**src/rtl/tt_um_jleugeri_ttt_pkg.sv**
```systemverilog
// Shared op codes, stage codes and sequencer state encodings for the
// TickTockTokens scheduler.
package tt_um_jleugeri_ttt_pkg;

    typedef enum logic [3:0] {
        OP_NOP         = 4'b0000,
        OP_INPUT       = 4'b0001,
        OP_ADVANCE     = 4'b0010,
        OP_PROG_DUR    = 4'b1000,
        OP_PROG_GTH    = 4'b1001,
        OP_PROG_BTH    = 4'b1010,
        OP_PROG_GW     = 4'b1011,
        OP_PROG_BW     = 4'b1100,
        OP_PROG_INDPTR = 4'b1101,
        OP_PROG_IDX    = 4'b1110
    } op_t;

    typedef enum logic [1:0] {
        STAGE_WAIT     = 2'b00,
        STAGE_UPDATE   = 2'b01,
        STAGE_CHECK    = 2'b10,
        STAGE_TRANSMIT = 2'b11
    } stage_t;

    typedef enum logic [2:0] {
        S_WAIT    = 3'd0,
        S_UPDATE  = 3'd1,
        S_CHECK   = 3'd2,
        S_TX_LO   = 3'd3,
        S_TX_HI   = 3'd4,
        S_TX_END  = 3'd5,
        S_TX_WALK = 3'd6
    } state_t;

    function automatic logic is_prog_op(input logic [3:0] op);
        return op[3];
    endfunction

endpackage

```
**src/rtl/tt_um_jleugeri_ttt_csr_walker.sv**
```systemverilog
// Walks the CSR fan-out of one firing processor: reads indptr[p] and
// indptr[p+1], then issues one connection read per slot in [lo, hi).
module tt_um_jleugeri_ttt_csr_walker
    import tt_um_jleugeri_ttt_pkg::*;
#(
    parameter int PID_W           = 3,
    parameter int CID_W           = 4,
    parameter int NUM_CONNECTIONS = 12
) (
    input  logic             clk,
    input  logic             rst_n,
    input  logic             start,
    input  logic [PID_W-1:0] base_idx,
    input  logic [CID_W-1:0] indptr_data,
    output logic             indptr_rd_en,
    output logic [PID_W-1:0] indptr_addr,
    output logic             conn_rd_en,
    output logic [CID_W-1:0] conn_idx,
    output logic             done
);

    state_t           phase_r;
    logic [CID_W-1:0] lo_r;
    logic [CID_W-1:0] hi_r;
    logic [CID_W-1:0] ptr_r;
    logic [CID_W-1:0] hi_clamp_s;
    logic             empty_s;
    logic             last_conn_s;

    // Clamp the upper pointer so a misprogrammed table never addresses past memory.
    always_comb begin
        if (indptr_data > CID_W'(NUM_CONNECTIONS)) begin
            hi_clamp_s = CID_W'(NUM_CONNECTIONS);
        end else begin
            hi_clamp_s = indptr_data;
        end
        empty_s     = (hi_clamp_s <= lo_r);
        last_conn_s = (ptr_r == (hi_r - CID_W'(1)));
    end

    // Read strobes and the completion pulse decoded from the walk phase.
    always_comb begin
        indptr_rd_en = 1'b0;
        indptr_addr  = {PID_W{1'b0}};
        conn_rd_en   = 1'b0;
        conn_idx     = {CID_W{1'b0}};
        done         = 1'b0;
        case (phase_r)
            S_TX_LO: begin
                indptr_rd_en = 1'b1;
                indptr_addr  = base_idx;
            end
            S_TX_HI: begin
                indptr_rd_en = 1'b1;
                indptr_addr  = base_idx + PID_W'(1);
            end
            S_TX_END: begin
                done = empty_s;
            end
            S_TX_WALK: begin
                conn_rd_en = 1'b1;
                conn_idx   = ptr_r;
                done       = last_conn_s;
            end
            default: begin
                done = 1'b0;
            end
        endcase
    end

    // Walk phase sequencing and pointer registers; S_WAIT doubles as idle.
    always_ff @(posedge clk or negedge rst_n) begin
        if (!rst_n) begin
            phase_r <= S_WAIT;
            lo_r    <= {CID_W{1'b0}};
            hi_r    <= {CID_W{1'b0}};
            ptr_r   <= {CID_W{1'b0}};
        end else begin
            case (phase_r)
                S_TX_LO: begin
                    phase_r <= S_TX_HI;
                end
                S_TX_HI: begin
                    lo_r    <= indptr_data;
                    phase_r <= S_TX_END;
                end
                S_TX_END: begin
                    hi_r    <= hi_clamp_s;
                    ptr_r   <= lo_r;
                    phase_r <= empty_s ? S_WAIT : S_TX_WALK;
                end
                S_TX_WALK: begin
                    ptr_r   <= ptr_r + CID_W'(1);
                    phase_r <= last_conn_s ? S_WAIT : S_TX_WALK;
                end
                default: begin
                    phase_r <= start ? S_TX_LO : S_WAIT;
                end
            endcase
        end
    end

endmodule

```
**src/rtl/tt_um_jleugeri_ttt_scheduler.sv**
```systemverilog
// Stage sequencer for the TickTockTokens core: gates programming/input
// writes in WAIT and runs update, check and token-transmit rounds.
module tt_um_jleugeri_ttt_scheduler
    import tt_um_jleugeri_ttt_pkg::*;
#(
    parameter int NUM_PROCESSORS  = 4,
    parameter int NUM_CONNECTIONS = 12,
    localparam int PID_W = $clog2(NUM_PROCESSORS + 1),
    localparam int CID_W = $clog2(NUM_CONNECTIONS + 1)
) (
    input  logic             clk,
    input  logic             rst_n,
    input  logic [3:0]       instruction,
    output logic             prog_en,
    output logic             ext_input_en,
    output logic [1:0]       stage,
    output logic [PID_W-1:0] proc_idx,
    output logic             proc_update_en,
    output logic             proc_check_en,
    input  logic [1:0]       startstop_in,
    output logic             indptr_rd_en,
    output logic [PID_W-1:0] indptr_addr,
    input  logic [CID_W-1:0] indptr_data,
    output logic             conn_rd_en,
    output logic [CID_W-1:0] conn_idx,
    output logic             out_valid,
    output logic [PID_W-1:0] out_proc,
    output logic [1:0]       out_startstop,
    output logic             round_done
);

    // S_TX_LO marks the whole transmit window; the walker owns the sub-phases.
    state_t           state_r;
    logic [PID_W-1:0] proc_idx_r;
    logic             out_valid_r;
    logic [PID_W-1:0] out_proc_r;
    logic [1:0]       out_ss_r;
    logic             round_done_r;
    logic             last_proc_s;
    logic             fire_s;
    logic             walk_done_s;

    assign last_proc_s = (proc_idx_r == PID_W'(NUM_PROCESSORS - 1));
    assign fire_s      = (state_r == S_CHECK) && (startstop_in != 2'b00);

    tt_um_jleugeri_ttt_csr_walker #(
        .PID_W           (PID_W),
        .CID_W           (CID_W),
        .NUM_CONNECTIONS (NUM_CONNECTIONS)
    ) u_walker (
        .clk          (clk),
        .rst_n        (rst_n),
        .start        (fire_s),
        .base_idx     (proc_idx_r),
        .indptr_data  (indptr_data),
        .indptr_rd_en (indptr_rd_en),
        .indptr_addr  (indptr_addr),
        .conn_rd_en   (conn_rd_en),
        .conn_idx     (conn_idx),
        .done         (walk_done_s)
    );

    // Stage code, per-processor strobes and WAIT-only write gating.
    always_comb begin
        proc_update_en = (state_r == S_UPDATE);
        proc_check_en  = (state_r == S_CHECK);
        prog_en        = (state_r == S_WAIT) && is_prog_op(instruction);
        ext_input_en   = (state_r == S_WAIT) && (instruction == OP_INPUT);
        case (state_r)
            S_WAIT:   stage = STAGE_WAIT;
            S_UPDATE: stage = STAGE_UPDATE;
            S_CHECK:  stage = STAGE_CHECK;
            S_TX_LO, S_TX_HI, S_TX_END, S_TX_WALK: stage = STAGE_TRANSMIT;
            default:  stage = STAGE_WAIT;
        endcase
    end

    assign proc_idx      = proc_idx_r;
    assign out_valid     = out_valid_r;
    assign out_proc      = out_proc_r;
    assign out_startstop = out_ss_r;
    assign round_done    = round_done_r;

    // Round sequencer with registered event and round-completion outputs.
    always_ff @(posedge clk or negedge rst_n) begin
        if (!rst_n) begin
            state_r      <= S_WAIT;
            proc_idx_r   <= {PID_W{1'b0}};
            out_valid_r  <= 1'b0;
            out_proc_r   <= {PID_W{1'b0}};
            out_ss_r     <= 2'b00;
            round_done_r <= 1'b0;
        end else begin
            out_valid_r  <= 1'b0;
            round_done_r <= 1'b0;
            case (state_r)
                S_WAIT: begin
                    if (instruction == OP_ADVANCE) begin
                        state_r    <= S_UPDATE;
                        proc_idx_r <= {PID_W{1'b0}};
                    end else begin
                        state_r <= S_WAIT;
                    end
                end
                S_UPDATE: begin
                    if (last_proc_s) begin
                        state_r    <= S_CHECK;
                        proc_idx_r <= {PID_W{1'b0}};
                    end else begin
                        proc_idx_r <= proc_idx_r + PID_W'(1);
                    end
                end
                S_CHECK: begin
                    if (fire_s) begin
                        out_valid_r <= 1'b1;
                        out_proc_r  <= proc_idx_r;
                        out_ss_r    <= startstop_in;
                        state_r     <= S_TX_LO;
                    end else if (last_proc_s) begin
                        state_r      <= S_WAIT;
                        proc_idx_r   <= {PID_W{1'b0}};
                        round_done_r <= 1'b1;
                    end else begin
                        proc_idx_r <= proc_idx_r + PID_W'(1);
                    end
                end
                S_TX_LO: begin
                    if (walk_done_s && last_proc_s) begin
                        state_r      <= S_WAIT;
                        proc_idx_r   <= {PID_W{1'b0}};
                        round_done_r <= 1'b1;
                    end else if (walk_done_s) begin
                        state_r    <= S_CHECK;
                        proc_idx_r <= proc_idx_r + PID_W'(1);
                    end else begin
                        state_r <= S_TX_LO;
                    end
                end
                default: begin
                    state_r    <= S_WAIT;
                    proc_idx_r <= {PID_W{1'b0}};
                end
            endcase
        end
    end

endmodule

```
**config.mk**
```make
export PLATFORM = sky130hd
export DESIGN_NAME = tt_um_jleugeri_ttt_scheduler
export DESIGN_NICKNAME = d
export VERILOG_FILES = /design/src/rtl/tt_um_jleugeri_ttt_pkg.sv /design/src/rtl/tt_um_jleugeri_ttt_csr_walker.sv /design/src/rtl/tt_um_jleugeri_ttt_scheduler.sv
export SDC_FILE = /design/constraint.sdc
export NUM_CORES = 1
export LEC_CHECK = 0
export ABC_AREA = 0
export BUFFER_PORTS_ARGS = -buffer_cell sky130_fd_sc_hd__clkbuf_2
export CAP_MARGIN = 5
export CORE_MARGIN = 8
export CORE_UTILIZATION = 35
export DETAILED_ROUTE_END_ITERATION = 16
export MAX_ROUTING_LAYER = met4
export PLACE_DENSITY_LB_ADDON = 0.2
export SYNTH_ARGS = -nofsm -noshare
export SYNTH_HDL_FRONTEND = slang
export SYNTH_SLANG_ARGS = --single-unit
```
**constraint.sdc**
```tcl
create_clock -name clk -period 5.85 [get_ports clk]
set_clock_uncertainty 0.15 [all_clocks]
set_input_delay 0.8775 -clock clk [delete_from_list [all_inputs] [get_ports clk]]
set_output_delay 0.8775 -clock clk [all_outputs]
set_load 0.02 [all_outputs]
```
==> results of run 1 <==
[worst max-delay path by stage]
stage	startpoint	end	slack, ns	cells after the start
after floorplan	indptr_data[2]	proc_idx[2]	2.99	8
after CTS	u_walker.phase_r[1]	indptr_addr[1]	2.91	4
final	u_walker.phase_r[1]	indptr_addr[1]	2.92	4
after global routing	u_walker.phase_r[1]	indptr_addr[1]	2.80	4
after detailed placement	indptr_data[2]	proc_idx[2]	2.72	9
after global placement	indptr_data[2]	proc_idx[2]	2.77	9
[cell type report]
| class | instances | area [um^2] |
|---|---|---|
| Clock buffer | 4 | 45.04 |
| Fill cell | 500 | 2729 |
| Inverter | 16 | 60.06 |
| Multi-Input combinational cell | 142 | 927.1 |
| Sequential cell | 27 | 675.6 |
| Tap cell | 54 | 67.56 |
| Timing Repair Buffer | 37 | 187.7 |
[cell usage in the layout, fill, tap and decap left out, drive strengths merged, types with 4 or more instances in the layout]
master / instances
a21oi: 5
a31oi: 4
and2: 7
clkbuf: 40
dfrtp: 27
ha: 14
inv: 16
nand2: 35
nor2: 20
o21ai: 13
xnor2: 4
[worst reg2reg max path: stages (launching register included)]
cell and delay, ns:
dfrtp_1 0.39, inv_1 0.07, ha_1 0.30, and4b_1 0.20, a211oi_1 0.36, o21ai_2 0.16
a31oi_4 0.25, mux2_1 0.34
[sequential cells by signal, indices dropped and copies added (netlist names)]
signal,cells
u_walker.hi_r,4
proc_idx,3
out_startstop,2
u_walker.phase_r,3
u_walker.ptr_r,4
u_walker.lo_r,4
round_done,1
out_proc,3
out_valid,1
state_r,2
[power breakdown]
group,switching (mW),internal (mW),total (mW)
Clock,0.0615,0.0489,0.110
Sequential,0.0829,0.273,0.356
Combinational,0.404,0.267,0.671
[cells by family (layout without fill, tap and decap cells)]
kind of cell,after synthesis,count (layout)
xor+xnor,6,6
mux,4,4
buf+inv,20,57
simple gates,81,81
fa+ha+maj,14,14
compound gates,37,37
flops,27,27
[synth_stat cells (all sizes together) (2+ instances only)]
master   n  area, um^2
a211oi   2       15.01
a21oi    5       25.02
a221o    2       20.02
a311oi   2       17.52
a31oi    4       40.04
and2     7       43.79
and4     2       17.52
and4b    2       20.02
clkbuf   3       11.26
dfrtp   27       675.7
ha      14       175.2
inv     16       60.05
mux2     3       37.53
nand2   35       131.4
nand3    2       10.01
nand4    2       18.77
nor2    20       75.07
nor3     2       10.01
nor3b    2       15.01
o21ai   13       68.82
o22ai    3       18.77
xnor2    4       35.03
xor2     2       17.52
[per-layer routing]
metal	track usage [%]	vias to the layer above	wire length, um
li1	-	718	-
met1	15.09	653	1974
met2	18.96	21	1872
met3	1.834	4	91
met4	4.777	0	48
met5	-	-	0
==> flow_metrics.py, run 1 <==
metrics = {
    "status": {
        "status": "finished clean",
    },
    "logic_synthesis": {
        "muxShareOfSynthArea_pct": 2.827,
        "syn_area_per_cell_um2": 8.897,
        "yosysWarnings": 0,
        "synth_nets": 215,
        "synth-xor-area-share_pct": 3.125,
        "synth_top_family_by_area": "simple AND/OR/NAND/NOR gates",
        "seq_area_frac_synth_pct": 40.18,
        "syn-cell-area_um2": 1682,
        "ys_seq_elements": 27,
        "synth_edf_count": 0,
        "synthAdderAreaFrac_pct": 10.42,
        "yosysUniqueCellTypes": 44,
        "synthCells": 189,
        "dominantRegCellSynth": "dfrtp_1",
        "synth_simple_gate_area_share_pct": 23.74,
        "synth_compound_area_share_pct": 15.03,
        "async_flop_share_pct": 100.0,
    },
    "floorplanning": {
        "rows": 25,
        "dieWidth_um": 85.32,
        "die_h_um": 85.32,
        "core_area_um2": 4692,
        "io_pins": 37,
        "start_util_pct": 35.84,
        "dieArea_um2": 7279,
    },
    "power_and_ir_drop": {
        "finalPower_mw": 1.137,
        "cellLeakagePower_nw": 0.9932,
        "power.density_nw_per_um2": 579.1,
        "vdd_ir_drop_max_uv": 276.7,
    },
    "critical_path": {
        "path_delay_family": "simple AND/OR/NAND/NOR gates",
        "critical_path_required_ns": 4.82,
        "path_cells": "and2b_4, nor2b_1, a22o_1, clkbuf_2",
        "cp_max_fo": 8,
        "rr_endpoint": "proc_idx[2]",
        "reg2reg_from": "u_walker.lo_r[3]",
        "worstPathArrival_ns": 1.90,
        "crit_type": "flip-flop to output pin",
        "crit_path_max_incr_delay_ns": 0.51,
        "reg2reg_slack_ns": 3.53,
        "worst_r2r_path_depth": 7,
        "start_kind": "flip-flop",
        "critPathCaptureType": "output pin",
        "cp_slowest_cell": "nor2b_1",
        "crit_buf_inv": 1,
    },
    "clock_tree": {
        "cts_made_buffers": 3,
        "htreeDepth": 1,
        "cts_resized": 0,
        "cts_num_sinks": 27,
        "root_buffer": "clkbuf_8",
        "clock_path_buffers": 2,
        "insertion_delay_ns": 0.27,
        "cts_hold_buf": 0,
        "worst_setup_hold_path_clk_slew_ns": 0.10,
        "cts_setup_buffers": 0,
        "cts_tree": "yes",
    },
    "layout": {
        "final_util_pct": 41.84,
        "n_antenna_cell": 0,
        "nets": 253,
        "design_area_um2": 1963,
        "finalNonFillerCells": 280,
        "synthToLayoutAreaGrowth_pct": 16.74,
        "drive_gt1_share_pct": 21.24,
    },
    "routing": {
        "viasPerCell": 4.986,
        "drc": 0,
        "dr_total_vias": 1396,
        "wl_mm": 3.986,
        "ant_nets": 0,
        "drt_iter0_markers": 61,
        "routedWlPerCell_um": 14.24,
        "dr.pass1.iters": 4,
    },
    "min_path": {
        "min_to": "out_startstop[0]",
        "hp-start": "out_startstop[0]",
        "hold_depth": 2,
        "min_path_type": "flip-flop to flip-flop",
    },
    "grt": {
        "grt_pass1_wl_mm": 6.858,
        "grt_usage_pct": 12.03,
        "overflow": 0,
        "grt_antenna_before_repair": 0,
        "grt_max_degree": 28,
        "grt_pass1_vias": 1470,
    },
    "placed_design": {
        "portBuffers": 36,
        "dp_hpwl_mm": 3.107,
        "dp_cells": 276,
        "pre_cts_ws_ns": 2.724,
        "place_area_um2": 1918,
        "place.gp.congestion": 0.7697,
    },
    "sta": {
        "worst_pin_slew_ns": 0.7049,
        "setup_slack_ns": 2.921,
        "fin_setup_tns_ns": 0,
        "rsz0062_at_grt": "no",
        "max_freq_mhz": 341.4,
        "whs_ns": 0.3320,
        "setup_viol": 0,
        "finalHoldViolCount": 0,
        "slew_violations": 0,
        "period_minus_slack_ns": 2.929,
        "relSlewSlack_pct": 53.00,
        "timing.final.crit_share_pct": 50.06,
    },
    "job": {
        "max_cap_viol_count": 0,
    },
}
Note: power is estimated with default switching activity, not from simulation.
==> run 2, diff against run 1 <==
==> constraint.sdc (replaced) <==
create_clock -name clk -period 2.71 [get_ports clk]
set_clock_uncertainty 0.15 [all_clocks]
set_input_delay 0.4065 -clock clk [delete_from_list [all_inputs] [get_ports clk]]
set_output_delay 0.4065 -clock clk [all_outputs]
set_load 0.02 [all_outputs]
==> run 2 against run 1 <==
  * Clock-buffer cell count is the same
  * Non-clock buffer count grew 1
  * Wire length shrank 2.0%
  * Sequential share of layout area shrank 0.13 points
  * Final cell count grew 0.36%
  * Die area is the same
  * Utilization grew 0.16 points
  * Combinational power grew 120%
  * Hold slack lost 0.33 ns
  * Design area grew 0.38%
  * Clock power grew 110%
==> flow_metrics.py, run 2 (same netlist as run 1, synthesis figures left out) <==
metrics = {
    "status": {
        "status": "finished clean",
    },
    "layout": {
        "synthToLayoutAreaGrowth_pct": 17.19,
        "final_common_cell": "clkbuf_2",
        "drive_gt1_share_pct": 21.59,
        "n_antenna_cell": 0,
        "num-fill-cells": 498,
        "mostFrequentLayoutCells": "36 x clkbuf_2, 35 x nand2_1, 27 x dfrtp_1, 20 x nor2_1, 15 x inv_1",
        "reg_top3": "u_walker.hi_r x4, u_walker.lo_r x4, u_walker.ptr_r x4",
        "nets": 254,
        "final_util_pct": 42.00,
    },
    "placed_design": {
        "dp_hpwl_mm": 3.129,
        "place.gp.congestion": 0.7454,
        "portBuffers": 36,
    },
    "critical_path": {
        "crit_buf_inv": 1,
        "worst_r2r_path_depth": 7,
        "cp_max_fo": 4,
        "critPathCaptureType": "flip-flop",
        "crit_path_max_incr_delay_ns": 0.38,
        "path_delay_family": "compound AO/OA/AOI/OAI gates",
        "reg2reg_from": "u_walker.lo_r[3]",
        "crit_type": "primary input to flip-flop",
        "critical_path_required_ns": 2.72,
        "worstPathArrival_ns": 2.39,
        "rr_endpoint": "proc_idx[2]",
        "path_cells": "clkbuf_2, nand2_1, and2_1, ha_1, and4b_1, a211oi_1, o21ai_2, a31oi_4, mux2_1",
        "reg2reg_slack_ns": 0.37,
        "start_kind": "primary input",
        "cp_slowest_cell": "a211oi_1",
    },
    "routing": {
        "viasPerCell": 5.075,
        "routedWlPerCell_um": 13.90,
        "ant_nets": 0,
        "drc": 0,
        "wl_mm": 3.907,
        "drt_iter0_markers": 57,
        "dr.pass1.iters": 4,
        "dr_total_vias": 1426,
    },
    "sta": {
        "max_freq_mhz": 421.2,
        "relSlewSlack_pct": 54.16,
        "setup_viol": 0,
        "finalHoldViolCount": 0,
        "slew_violations": 0,
        "rsz0062_at_grt": "no",
        "worst_pin_slew_ns": 0.6877,
        "whs_ns": 0.005010,
        "period_minus_slack_ns": 2.374,
        "timing.final.crit_share_pct": 87.61,
        "fin_setup_tns_ns": 0,
    },
    "job": {
        "max_cap_viol_count": 0,
    },
    "floorplanning": {
        "dieWidth_um": 85.32,
        "core_area_um2": 4692,
        "start_util_pct": 35.84,
        "io_pins": 37,
        "dieArea_um2": 7279,
        "die_h_um": 85.32,
        "rows": 25,
    },
    "power_and_ir_drop": {
        "power.density_nw_per_um2": 1246,
        "cellLeakagePower_nw": 0.9984,
        "seq_power_share_pct": 31.2,
        "swShare_pct": 47.88,
        "switchingPower_mw": 1.176,
        "intPower_mw": 1.280,
        "finalPower_mw": 2.456,
        "pwr-share-comb_pct": 59.3,
        "vdd_ir_drop_max_uv": 464.4,
        "p_clk_share_pct": 9.6,
    },
    "grt": {
        "overflow": 0,
        "grt_max_degree": 28,
        "grt_pass1_vias": 1455,
        "grt_pass1_wl_mm": 6.844,
        "grt_antenna_before_repair": 0,
        "grt_usage_pct": 11.73,
    },
    "clock_tree": {
        "clock_path_buffers": 2,
        "cts_made_buffers": 3,
        "cts_setup_buffers": 0,
        "root_buffer": "clkbuf_8",
        "cts_resized": 0,
        "cts_num_sinks": 27,
        "htreeDepth": 1,
        "cts_hold_buf": 0,
        "cts_tree": "yes",
        "worst_setup_hold_path_clk_slew_ns": 0.10,
        "insertion_delay_ns": 0.27,
    },
    "min_path": {
        "min_path_type": "primary input to async pin",
    },
}
==> run 2: cell count changes in the layout (fill, tap and decap cells not counted), sizes merged <==
cell / change
buf: +1
==> run 2: per-stage QoR <==
stage | cell area (um^2) | cells | worst slack (ns)
2_1_floorplan | 1682 | 189 | 0.3224
3_3_place_gp | 1926 | 277 | 0.1039
3_5_place_dp | 1926 | 277 | 0.02941
4_1_cts | 1971 | 281 | 0.3199
5_1_grt | 1971 | 281 | 0.1896
6_report | 1971 | 281 | 0.3359
==> run 2: layout make-up <==
type | count | area, um^2 | share of cell area, %
clock buffer | 4 | 45.04 | 2.286
inverter | 16 | 60.06 | 3.048
multi-input combinational | 142 | 927.1 | 47.05
sequential | 27 | 675.6 | 34.29
tap | 54 | 67.56 | 3.429
timing repair buffer | 38 | 195.2 | 9.905
==> run 2: worst max-delay path by stage <==
stage / start / endpoint / depth (start not counted)
finish: indptr_data[3] / proc_idx[2] / 9
global route: indptr_data[3] / proc_idx[2] / 9
CTS: indptr_data[3] / proc_idx[2] / 9
detailed placement: indptr_data[3] / proc_idx[2] / 9
global placement: indptr_data[3] / proc_idx[2] / 9
floorplan: indptr_data[2] / proc_idx[2] / 8
==> run 2: per-layer routing <==
metal	vias up	wire length, um	GRT usage, %
li1	725	-	-
met1	664	1918	15.05
met2	35	1824	18.82
met3	2	126	1.544
met4	0	38	3.344
met5	-	0	-
==> run 2: power by group through the flow <==
stage          sequential, mW  clock, mW  combinational, mW
6_report                0.766      0.235               1.46
2_1_floorplan           0.801          0               1.04
4_1_cts                 0.766      0.242               1.48
5_1_grt                 0.805      0.258               1.66
3_5_place_dp            0.775          0               1.47
3_3_place_gp            0.774          0               1.46
==> run 3, diff against run 2 <==
--- a/config.mk
+++ b/config.mk
@@ -5,7 +5,7 @@
 export SDC_FILE = /design/constraint.sdc
 export NUM_CORES = 1
 export LEC_CHECK = 0
-export ABC_AREA = 0
+export ABC_AREA = 1
 export BUFFER_PORTS_ARGS = -buffer_cell sky130_fd_sc_hd__clkbuf_2
 export CAP_MARGIN = 5
 export CORE_MARGIN = 8
@@ -13,6 +13,7 @@
 export DETAILED_ROUTE_END_ITERATION = 16
 export MAX_ROUTING_LAYER = met4
 export PLACE_DENSITY_LB_ADDON = 0.2
+export SLEW_MARGIN = 10
 export SYNTH_ARGS = -nofsm -noshare
 export SYNTH_HDL_FRONTEND = slang
 export SYNTH_SLANG_ARGS = --single-unit
==> run 3 against run 2 <==
  * Sequential power fell by 8.1%
  * Clock-buffer cell count fell by 1
  * Hold slack improved by 0.0025 ns
  * Sequential share of layout area rose by 0.13 points
  * Wire length fell by 4.7%
  * Critical path depth fell by 5
  * Critical endpoint is now indptr_addr[2]
  * Synthesized cell count rose by 14%
  * Fmax rose by 3.4%
  * Highest routed layer unchanged
  * Synthesized area fell by 0.52%
  * Flip-flop and latch count did not move
  * Register-to-register slack improved by 0.45 ns
  * Power fell by 16%
==> flow_metrics.py, run 3 <==
metrics = {
    "placed_design": {
        "dp_hpwl_mm": 3.104,
        "dp_cells": 303,
        "place.gp.congestion": 0.8155,
        "portBuffers": 36,
        "place_area_um2": 1917,
    },
    "routing": {
        "ant_nets": 0,
        "drc": 0,
        "dr.pass1.iters": 4,
        "drt_iter0_markers": 48,
        "dr_total_vias": 1397,
        "routedWlPerCell_um": 12.13,
        "viasPerCell": 4.550,
        "wl_mm": 3.723,
    },
    "sta": {
        "slew_violations": 0,
        "timing.final.crit_share_pct": 84.75,
        "rsz0062_at_grt": "no",
        "worst_pin_slew_ns": 0.7091,
        "setup_viol": 0,
        "finalHoldViolCount": 0,
        "max_freq_mhz": 435.4,
        "fin_setup_tns_ns": 0,
        "period_minus_slack_ns": 2.297,
        "relSlewSlack_pct": 52.73,
    },
    "logic_synthesis": {
        "synth_top_cell_by_area": "dfrtp_1",
        "dominantRegCellSynth": "dfrtp_1",
        "yosysTopAreaCellShare_pct": 40.39,
        "ys_seq_elements": 27,
        "synth.area.top_cells": "dfrtp_1 40%, nand2_1 13%, ha_1 10%, inv_1 8.5%, o21ai_0 6.0%",
        "synth_common_cells": "59 x nand2_1, 38 x inv_1, 27 x dfrtp_1, 20 x o21ai_0, 14 x ha_1",
        "yosysWarnings": 0,
        "seq_area_frac_synth_pct": 40.39,
        "yosysMostFrequentCell": "nand2_1",
        "synth_edf_count": 0,
        "yosysUniqueCellTypes": 26,
        "synth_nets": 241,
        "synthCells": 215,
        "syn_area_per_cell_um2": 7.781,
        "syn-cell-area_um2": 1673,
        "async_flop_share_pct": 100.0,
    },
    "clock_tree": {
        "cts_hold_buf": 0,
        "insertion_delay_ns": 0.28,
        "cts_made_buffers": 3,
        "clock_path_buffers": 2,
        "cts_resized": 0,
        "cts_setup_buffers": 0,
        "root_buffer": "clkbuf_8",
        "worst_setup_hold_path_clk_slew_ns": 0.10,
        "htreeDepth": 1,
        "cts_num_sinks": 27,
        "cts_tree": "yes",
    },
    "layout": {
        "final_common_cell": "nand2_1",
        "nets": 280,
        "design_area_um2": 1963,
        "reg_top3": "u_walker.hi_r x4, u_walker.lo_r x4, u_walker.ptr_r x4",
        "synthToLayoutAreaGrowth_pct": 17.35,
        "finalNonFillerCells": 307,
        "num-fill-cells": 498,
        "drive_gt1_share_pct": 20.55,
        "mostFrequentLayoutCells": "59 x nand2_1, 38 x inv_1, 36 x clkbuf_2, 27 x dfrtp_1, 20 x o21ai_0",
        "n_antenna_cell": 0,
    },
    "grt": {
        "grt_use_met1_pct": 14.10,
        "overflow": 0,
        "grt_pass1_vias": 1430,
        "grt_use_met2_pct": 17.97,
        "grt_antenna_before_repair": 0,
        "grt_usage_pct": 11.43,
        "grt_use_met3_pct": 1.641,
        "grt_max_degree": 28,
        "grt_busiest_layer": "met2",
        "grt_pass1_wl_mm": 6.506,
    },
    "status": {
        "status": "finished clean",
    },
    "floorplanning": {
        "io_pins": 37,
        "core_area_um2": 4661,
        "dieArea_um2": 7248,
        "dieWidth_um": 85.14,
        "start_util_pct": 35.89,
        "die_h_um": 85.14,
        "rows": 25,
    },
    "critical_path": {
        "critPathCaptureType": "output pin",
        "crit_path_max_incr_delay_ns": 0.48,
        "path_cells": "nor3_1, inv_1, o22ai_1, clkbuf_2",
        "path_delay_family": "simple AND/OR/NAND/NOR gates",
        "crit_buf_inv": 2,
        "start_kind": "flip-flop",
        "reg2reg_slack_ns": 0.82,
        "critical_path_required_ns": 2.15,
        "cp_slowest_cell": "nor3_1",
        "worst_r2r_path_depth": 12,
        "crit_type": "flip-flop to output pin",
        "reg2reg_from": "u_walker.hi_r[0]",
        "cp_max_fo": 4,
        "worstPathArrival_ns": 1.74,
        "rr_endpoint": "state_r[1]",
    },
    "power_and_ir_drop": {
        "power.density_nw_per_um2": 1056,
        "cellLeakagePower_nw": 1.089,
        "vdd_ir_drop_max_uv": 491.6,
    },
    "job": {
        "max_cap_viol_count": 0,
    },
    "min_path": {
        "min_path_type": "primary input to async pin",
    },
}
## run 3: cell types whose count changed after synthesis, moves of 3 or more
cell	before	now
and2_1	7	0
nand3_1	2	12
o21ai_0	12	20
inv_1	15	38
xnor2_1	4	1
nand2_1	35	59
nor2_1	20	8
a21oi_1	5	9
## run 3: routing by layer
| metal | vias to the layer above | wire length, um |
|---|---|---|
| met1 | 607 | 1823 |
| li1 | 763 | - |
| met5 | - | 0 |
| met4 | 0 | 69 |
| met2 | 22 | 1738 |
| met3 | 5 | 91 |
## run 3: logic make-up (layout without fill, tap and decap cells)
group | Yosys count | count (layout) | synth area share, %
AO/OA/AOI/OAI | 35 | 35 | 11.44
AND/OR/NAND/NOR | 91 | 91 | 25.73
buffers and inverters | 44 | 82 | 9.873
XOR/XNOR | 4 | 4 | 2.095
adder cells (fa/ha/maj) | 14 | 14 | 10.47
flip-flops | 27 | 27 | 40.39
## run 3: stage by stage
| step | total power, mW | util, % | worst slack [ns] | hold slack, ns |
|---|---|---|---|---|
| 2_1_floorplan | 1.565 | - | 0.7480 | -0.03909 |
| 3_3_place_gp | 1.862 | 41.13 | 0.6006 | 0.3197 |
| 3_5_place_dp | 1.871 | 41.13 | 0.5573 | 0.3233 |
| 4_1_cts | 2.109 | 42.12 | 0.3955 | 0.03368 |
| 5_1_grt | 2.304 | 42.12 | 0.2766 | 0.06472 |
| 6_report | 2.073 | 42.12 | 0.4132 | 0.007489 |
## run 3: area by class of cell
type | count | area, um^2 | area share [%]
flip-flops and latches | 27 | 675.6 | 34.42
clock inverters | 1 | 5.005 | 0.2549
multi-input cells | 144 | 832.0 | 42.38
well taps | 54 | 67.56 | 3.442
inverters | 41 | 153.9 | 7.839
clock buffers | 3 | 41.29 | 2.103
repair buffers | 37 | 187.7 | 9.560
## run 3: worst max-delay path by stage
stage	end	start	slack (ns)	depth (start not counted)
finish	indptr_addr[2]	u_walker.phase_r[0]	0.41	4
global route	indptr_addr[2]	u_walker.phase_r[0]	0.28	4
CTS	indptr_addr[2]	u_walker.phase_r[0]	0.40	4
detailed placement	state_r[1]	indptr_data[3]	0.56	17
global placement	state_r[1]	indptr_data[2]	0.60	17
floorplan	ext_input_en	state_r[0]	0.75	4
## run 3: power breakdown
group	switching, mW	internal [mW]
registers	0.137	0.567
clock network	0.133	0.103
logic	0.725	0.408
total	0.995	1.08
## run 3: worst register-to-register path, cell delays in order (launching register included)
cell,delay (ns)
dfrtp_1,0.39
inv_1,0.07
ha_1,0.30
xor2_1,0.13
nand2_1,0.07
nor2_2,0.13
nand3_2,0.11
nand2_1,0.11
nand2_1,0.07
nand2_1,0.07
nand3_1,0.06
nand2_1,0.06
o21ai_1,0.05
